File: src/rtl/window_shift.sv
// Sliding-window shift line: DEPTH taps of WIDTH bits fed over a valid/ready handshake,
// announcing a complete window on first fill and then every STRIDE accepted samples.
module window_shift #(
    parameter int WIDTH  = 16,
    parameter int DEPTH  = 16,
    parameter int STRIDE = 1
) (
    input  logic                         clk,
    input  logic                         rst,
    input  logic                         clear,
    input  logic                         in_valid,
    output logic                         in_ready,
    input  logic [WIDTH-1:0]             data,
    output logic [DEPTH*WIDTH-1:0]       taps,
    output logic [$clog2(DEPTH+1)-1:0]   count,
    output logic                         full,
    output logic                         win_valid,
    input  logic                         win_ready
);

    localparam int CW = $clog2(DEPTH + 1);
    localparam int PW = (STRIDE > 1) ? $clog2(STRIDE) : 1;

    localparam logic [CW-1:0] C_DEPTH   = CW'(DEPTH);
    localparam logic [CW-1:0] C_FILL    = CW'(DEPTH - 1);
    localparam logic [PW-1:0] C_PH_LAST = PW'(STRIDE - 1);

    logic [CW-1:0]    r_count;
    logic [PW-1:0]    r_phase;
    logic             r_win_valid;

    logic             w_push;
    logic             w_emit;
    logic [PW-1:0]    w_phase_next;
    logic             w_win_valid_next;
    logic [WIDTH-1:0] w_tap [DEPTH];

    // The only stall source is an unconsumed window.
    assign in_ready = !(r_win_valid && !win_ready);
    assign w_push   = in_valid && in_ready && !clear;

    genvar gi;
    generate
        for (gi = 0; gi < DEPTH; gi++) begin : g_tap
            logic [WIDTH-1:0] r_tap;
            logic [WIDTH-1:0] w_src;

            if (gi == 0) begin : g_head
                assign w_src = data;
            end else begin : g_body
                assign w_src = w_tap[gi-1];
            end

            always_ff @(posedge clk or negedge rst) begin
                if (!rst) begin
                    r_tap <= '0;
                end else if (clear) begin
                    r_tap <= '0;
                end else if (w_push) begin
                    r_tap <= w_src;
                end
            end

            assign w_tap[gi]                  = r_tap;
            assign taps[gi*WIDTH +: WIDTH]    = r_tap;
        end
    endgenerate

    always_ff @(posedge clk or negedge rst) begin
        if (!rst) begin
            r_count <= '0;
        end else if (clear) begin
            r_count <= '0;
        end else if (w_push && (r_count != C_DEPTH)) begin
            r_count <= r_count + CW'(1);
        end
    end

    // Phase only advances once the line is full; the first fill always emits.
    always_comb begin
        w_emit       = 1'b0;
        w_phase_next = r_phase;
        if (w_push) begin
            if (r_count == C_FILL) begin
                w_emit       = 1'b1;
                w_phase_next = '0;
            end else if (r_count == C_DEPTH) begin
                if (r_phase == C_PH_LAST) begin
                    w_emit       = 1'b1;
                    w_phase_next = '0;
                end else begin
                    w_phase_next = r_phase + PW'(1);
                end
            end else begin
                w_phase_next = '0;
            end
        end
    end

    always_comb begin
        w_win_valid_next = r_win_valid;
        if (w_emit) begin
            w_win_valid_next = 1'b1;
        end else if (r_win_valid && win_ready) begin
            w_win_valid_next = 1'b0;
        end
    end

    always_ff @(posedge clk or negedge rst) begin
        if (!rst) begin
            r_phase     <= '0;
            r_win_valid <= 1'b0;
        end else if (clear) begin
            r_phase     <= '0;
            r_win_valid <= 1'b0;
        end else begin
            r_phase     <= w_phase_next;
            r_win_valid <= w_win_valid_next;
        end
    end

    assign count     = r_count;
    assign full      = (r_count == C_DEPTH);
    assign win_valid = r_win_valid;

endmodule
File: config.mk
export PLATFORM = sky130hd
export DESIGN_NAME = window_shift
export DESIGN_NICKNAME = d
export VERILOG_FILES = /design/src/rtl/window_shift.sv
export SDC_FILE = /design/constraint.sdc
export NUM_CORES = 1
export LEC_CHECK = 0
export ABC_CLOCK_PERIOD_IN_PS = 1670
export CAP_MARGIN = 20
export CORE_MARGIN = 2
export CORE_UTILIZATION = 34
export CTS_BUF_LIST = sky130_fd_sc_hd__clkbuf_8
export CTS_CLUSTER_DIAMETER = 120
export CTS_CLUSTER_SIZE = 28
export DETAILED_ROUTE_END_ITERATION = 8
export SLEW_MARGIN = 10
export SYNTH_ARGS = -nofsm -noshare
export SYNTH_HDL_FRONTEND = slang
export SYNTH_SLANG_ARGS = --single-unit
File: constraint.sdc
create_clock -name clk -period 1.67 [get_ports clk]
set_input_delay 0.334 -clock clk [delete_from_list [all_inputs] [get_ports clk]]
set_output_delay 0.334 -clock clk [all_outputs]
set_load 0.01 [all_outputs]
Word level (Yosys, flattened, before mapping):

Cells that the tools add are included.

* add/subtract/negate cells: 2
* multipliers: 0
* divide/modulo/power cells: 0
* order comparisons: 0
* equality and inequality tests: 3
* shift-type cells: 0
* muxes and demuxes: 46
* bitwise logic cells: 0
* reduce and logical (&&, ||, !) cells: 11

Operators by type and width (count)
* 16-bit two-way mux: 32
* 1-bit two-way mux: 12
* 5-bit two-way mux: 2
* 5-bit by 1-bit adder with 5-bit output, second input constant: 1
* 5-bit by 4-bit == test with 1-bit output, second input constant: 1
* 5-bit == test, second input constant: 1
* 1-bit logical AND: 5
* 5-bit != test, second input constant: 1
* 2-bit nonzero test: 2
* 1-bit zero test: 3
* 3-bit nonzero test: 1
* 1-bit adder, second input constant: 1

* register bits after elaboration: 263
* latch bits: 0
* bits in writable memories: 0
* bits in read-only memories: 0
* input bits: 21
* output and inout port bits: 264
* word-level logic and storage cells: 81
* memories: 0

Depth between registers and ports, before layout:

* depth after elaboration: 8
* depth in mapped cells: 7
* depth with buffers taken out: 5

Worst setup path after synthesis:

Ideal clock, no wire load.

* path kind: reg-to-reg
* start point: register r_count[0] (netlist: count[0])
* end point: register r_count[2] (netlist: count[2])
* library setup time: 0.078 ns
* arrival: 1.496 ns
* data required time: 1.592 ns
* path slack: 0.096 ns
* stages on the path, launching flop included: 6
* path buffers: 0
* clock period less this slack: 1.574 ns
* cells stage by stage: dfrtp_1 > inv_1 > ha_1 > nor4bb_4 > or4_1 > a21oi_1

* cells in the longest elaborated chain, start to end: 3
* elaborated cells between the ends (all ways): 6
* those cells by class: add/sub: 1; eq/ne: 1; mux: 2; reduce/logical: 2

RTL lines
* from (decl): RTL line 28 `logic [CW-1:0] r_count;`
* from (signal assigned): RTL line 75 `r_count <= r_count + CW'(1);`
* 5-bit by 1-bit adder with 5-bit output or 5-bit != test (tied branches): RTL line 75, 74
* 5-bit two-way mux or 1-bit logical AND (tied branches): RTL line 74 `end else if (w_push && (r_count != C_DEPTH)) begin`
* 5-bit two-way mux or 2-bit nonzero test (tied branches)

Several ways; a longest one is shown, not always the timed one. The select of a mux whose other input is x is not followed.
A chain may end at the register's enable or synchronous reset.

Worst setup path after layout:

* start point: register r_count[0] (netlist: count[0])
* end point: output port full

* cells in the longest elaborated chain, start to end: 1

RTL lines
* 5-bit == test: RTL line 123 `assign full = (r_count == C_DEPTH);`
* to (decl): RTL line 16 `output logic full,`

No other way between the ends.

==> metrics.md <==
| Metric | Value |
|---|---|
| Pwr dens | 619 mW/mm^2 |
| Most frequent cells in the layout | dfrtp_1 (261), nand3_1 (258), o21ai_0 (257), a21oi_1 (257), buf_4 (222) |
| Synth Area in XOR/XNOR | 0 |
| Multiplexer share of the synthesized area | 0.00388 |
| Gr ovfl total | 0 |
| First-pass GRT wire length | 61,600 um |
| Share of layout cells above drive strength 1 | 0.180 |
| Hold Crit Class | primary input to flop |
| Post-route ant nets | 0 |
| Util after Layout | 0.497 |
| Syn_nets | 1,228 |
| Simple-gate share of the synthesized area | 0.125 |
| Worst Hold Launch | in_valid |
| Vias in the first global route | 10,700 |
| WHS Path Cells | 4 |
| GP Congestion | 0.789 |
| Clk pin slew, worst setup/hold paths | 0.18 ns |
| I/O pin cnt | 285 |
| WL per Instance | 19.6 um |
| Compound-Gate Fraction of Synth Area | 0.229 |
| Port Buffer Count | 284 |
| Initial Util | 0.346 |
| Max Cap Violations | 0 |
| #FFs+latches synth | 262 |
| Ant. Diodes | 0 |
| Commonest non-fill, non-tap cell in the layout | dfrtp_1 |
| Area of the mapped netlist | 0.0113 sq mm |
| WP data arrival | 1.57 ns |
| FF-to-FF path depth | 6 |
| P_sw | 2.62 mW |
| Critical path origin | count[0]$_DFFE_PN0P_ |
| Fin crit share | 1.14 |
| Top cell family by delay on the critical path | flip-flops |
| GRT Util Overall | 0.224 |
| Die Height | 186 um |
| Outcome | finished with violations |
| Sequential fraction of the synthesis area | 0.581 |
| R2r setup slk | 0.07 ns |
| RSZ-0062 raised after global routing | yes |
| Initial antenna violation count | 0 |
| Peak VDD IR | 0.000656 V |
| DRT iter0 DRCs | 1,018 |
| Yosys warns | 0 |
| Post-Synth Adder-Cell Area | 0.00222 |
| Largest family of logic cells by synthesized area | compound AO/OA/AOI/OAI gates |
| CP Max Fanout | 2 |
| Slew HR | 0.630 |
| Via count | 11,100 |
| CTS Buf Count | 13 |
| CP max stage delay | 0.43 ns |
| F_max | 524 MHz |
| Maximum root-to-sink buffer count | 3 |
| Clock power frac | 0.276 |
| CP max stage cell | dfrtp_1 |
| Pins Over Slew Limit | 0 |
| Placed insts | 1,845 |
| Drt pass-1 iters | 5 |
| Routed WL | 40,200 um |
| Via density | 5.41 |
| Mean post-synth cell area | 9.36 sq um |
| Final hold vios | 0 |
| Final setup margin | -0.238 ns |
| WP data required | 1.34 ns |
| H-tree levels | 1 |
| Area grow syn2layout | 43.7% |
| Critical-path cell list | inv_2 -> ha_4 -> nor4bb_4 -> buf_4 |
| Largest net degree at the start of global routing | 108 |
| Final HPWL DP | 24,500 um |
| Die ar. | 0.0347 sq mm |
| Flop pwr share | 0.640 |
| Yosys cell types | 25 |
| Comb pwr share | 0.084 |
| CP Buf/Inv Count | 2 |
| Mapped Cells | 1,205 |
| Tightest Pin Transition | 0.555 ns |
| # clock sinks | 262 |
| Core outline area | 0.0326 sq mm |
| Crit Path Category | flop to output port |
| Residual DRC | 0 |
| Final TNS setup | -0.288 ns |
| R2R Path Start | count[0]$_DFFE_PN0P_ |
| Internal power | 7.42 mW |
| Startpoint types | flop |
| Final setup viols | 2 |
| Sw frac | 0.261 |
| Hold Path Sink | count[2]$_DFFE_PN0P_ |
| Clock Skews | 0.0376 ns |
| Crit end category | output port |
| LEAKAGE | 7.85 nW |
| CTS tree | done |
| Min Clock Period, post-route | 1.91 ns |
| Worst skew pair latency | 0.54 ns |
| Final #Nets | 1,634 |
| Die X | 186 um |
| Layout Cells excl Fill | 2,052 |
| Worst r2r dst | count[2]$_DFFE_PN0P_ |
| Core Rows | 66 |
| Root Buffer | clkbuf_8 |
| Failing checks | setup timing |
## sequential cells by signal, summed over array words and instances (netlist names)
name	flops
g_tap.r_tap	240
win_valid	1
count	5
g_tap.w_src	16
## metal layers
metal,part of all wire,GRT usage,wire length [um],up-vias
li1,-,-,-,5110
met1,0.42,0.304,16700,5575
met2,0.50,0.372,19900,368
met3,0.065,0.0434,2610,50
met4,0.024,0.0545,947,0
met5,0,0,0,-
## cells by family after synthesis
family          count (synthesis)
compound gates                516
fa+ha+maj                       2
buf+inv                       147
flops                         262
mux                             4
simple gates                  274
## cell usage after synthesis
master	count	share of area
o31ai_1	1	0.00067
mux2_2	3	0.0030
or4_1	1	0.00067
nor2_1	4	0.0013
clkbuf_2	21	0.0093
inv_1	2	0.00067
nor3_2	1	0.00089
mux2i_1	1	0.00089
and4b_2	1	0.0010
nor2b_1	3	0.0017
buf_1	15	0.0050
dfrtp_1	262	0.58
clkinv_2	1	0.00044
buf_4	4	0.0027
inv_2	1	0.00033
nor3_1	2	0.00089
ha_1	2	0.0022
a21oi_1	258	0.11
nand2b_1	2	0.0011
nor4bb_4	1	0.0022
nand2_1	1	0.00033
clkbuf_1	43	0.014
o21ai_0	257	0.11
nand3_1	258	0.11
buf_2	60	0.027
## power by group through the flow
stage	registers (mW)	clock network, mW	logic [mW]
after global placement	6.55	0	0.808
after global routing	6.43	3.07	0.917
after CTS	6.43	2.87	0.835
after floorplan	6.57	0	0.316
final	6.43	2.77	0.839
after detailed placement	6.55	0	0.811
## how the worst max path moves through the flow
stage | endpoint | cells past startpoint
floorplan | count[2]$_DFFE_PN0P_ | 5
global placement | g_tap[10].w_src[1]$_DFFE_PN0P_ | 6
detailed placement | g_tap[11].r_tap[12]$_DFFE_PN0P_ | 6
CTS | full | 4
finish | full | 4
global route | full | 4
## final cells by class
class | count | area, sq um
clock buffers | 13 | 179
clock inverters | 1 | 20.0
fillers | 3170 | 16400
inverters | 4 | 27.5
multi-input cells | 796 | 4090
flip-flops and latches | 262 | 6560
well taps | 442 | 553
repair buffers | 534 | 4780
## what timing repair did
action,CTS,global route
cloned,0,1
hold endpoints to repair,49,0
pin swaps,1,2
hold buffers,1,0
gates resized for setup,300,62
setup endpoints to repair,264,148
setup buffers,172,19
## metrics by stage
step / hold slack [ns] / instance area [sq um] / setup slack [ns] / power, mW
finish: 0.212 / 16200 / -0.238 / 10.0
global route: 0.191 / 16200 / -0.316 / 10.4
CTS: 0.178 / 15900 / -0.297 / 10.1
detailed placement: 0.272 / 14800 / -0.282 / 7.36
global placement: 0.275 / 14800 / -0.235 / 7.36
floorplan: 0.0384 / 11300 / 0.0964 / 6.88
## worst min-delay path, delay by kind of cell
| family | cells | cell delay [ns] |
|---|---|---|
| and+or+nand+nor | 2 | 0.20 |
| buffers and inverters | 1 | 0.16 |
| AOI/OAI and AO/OA | 1 | 0.04 |
Power figures use the tool's default switching activity.
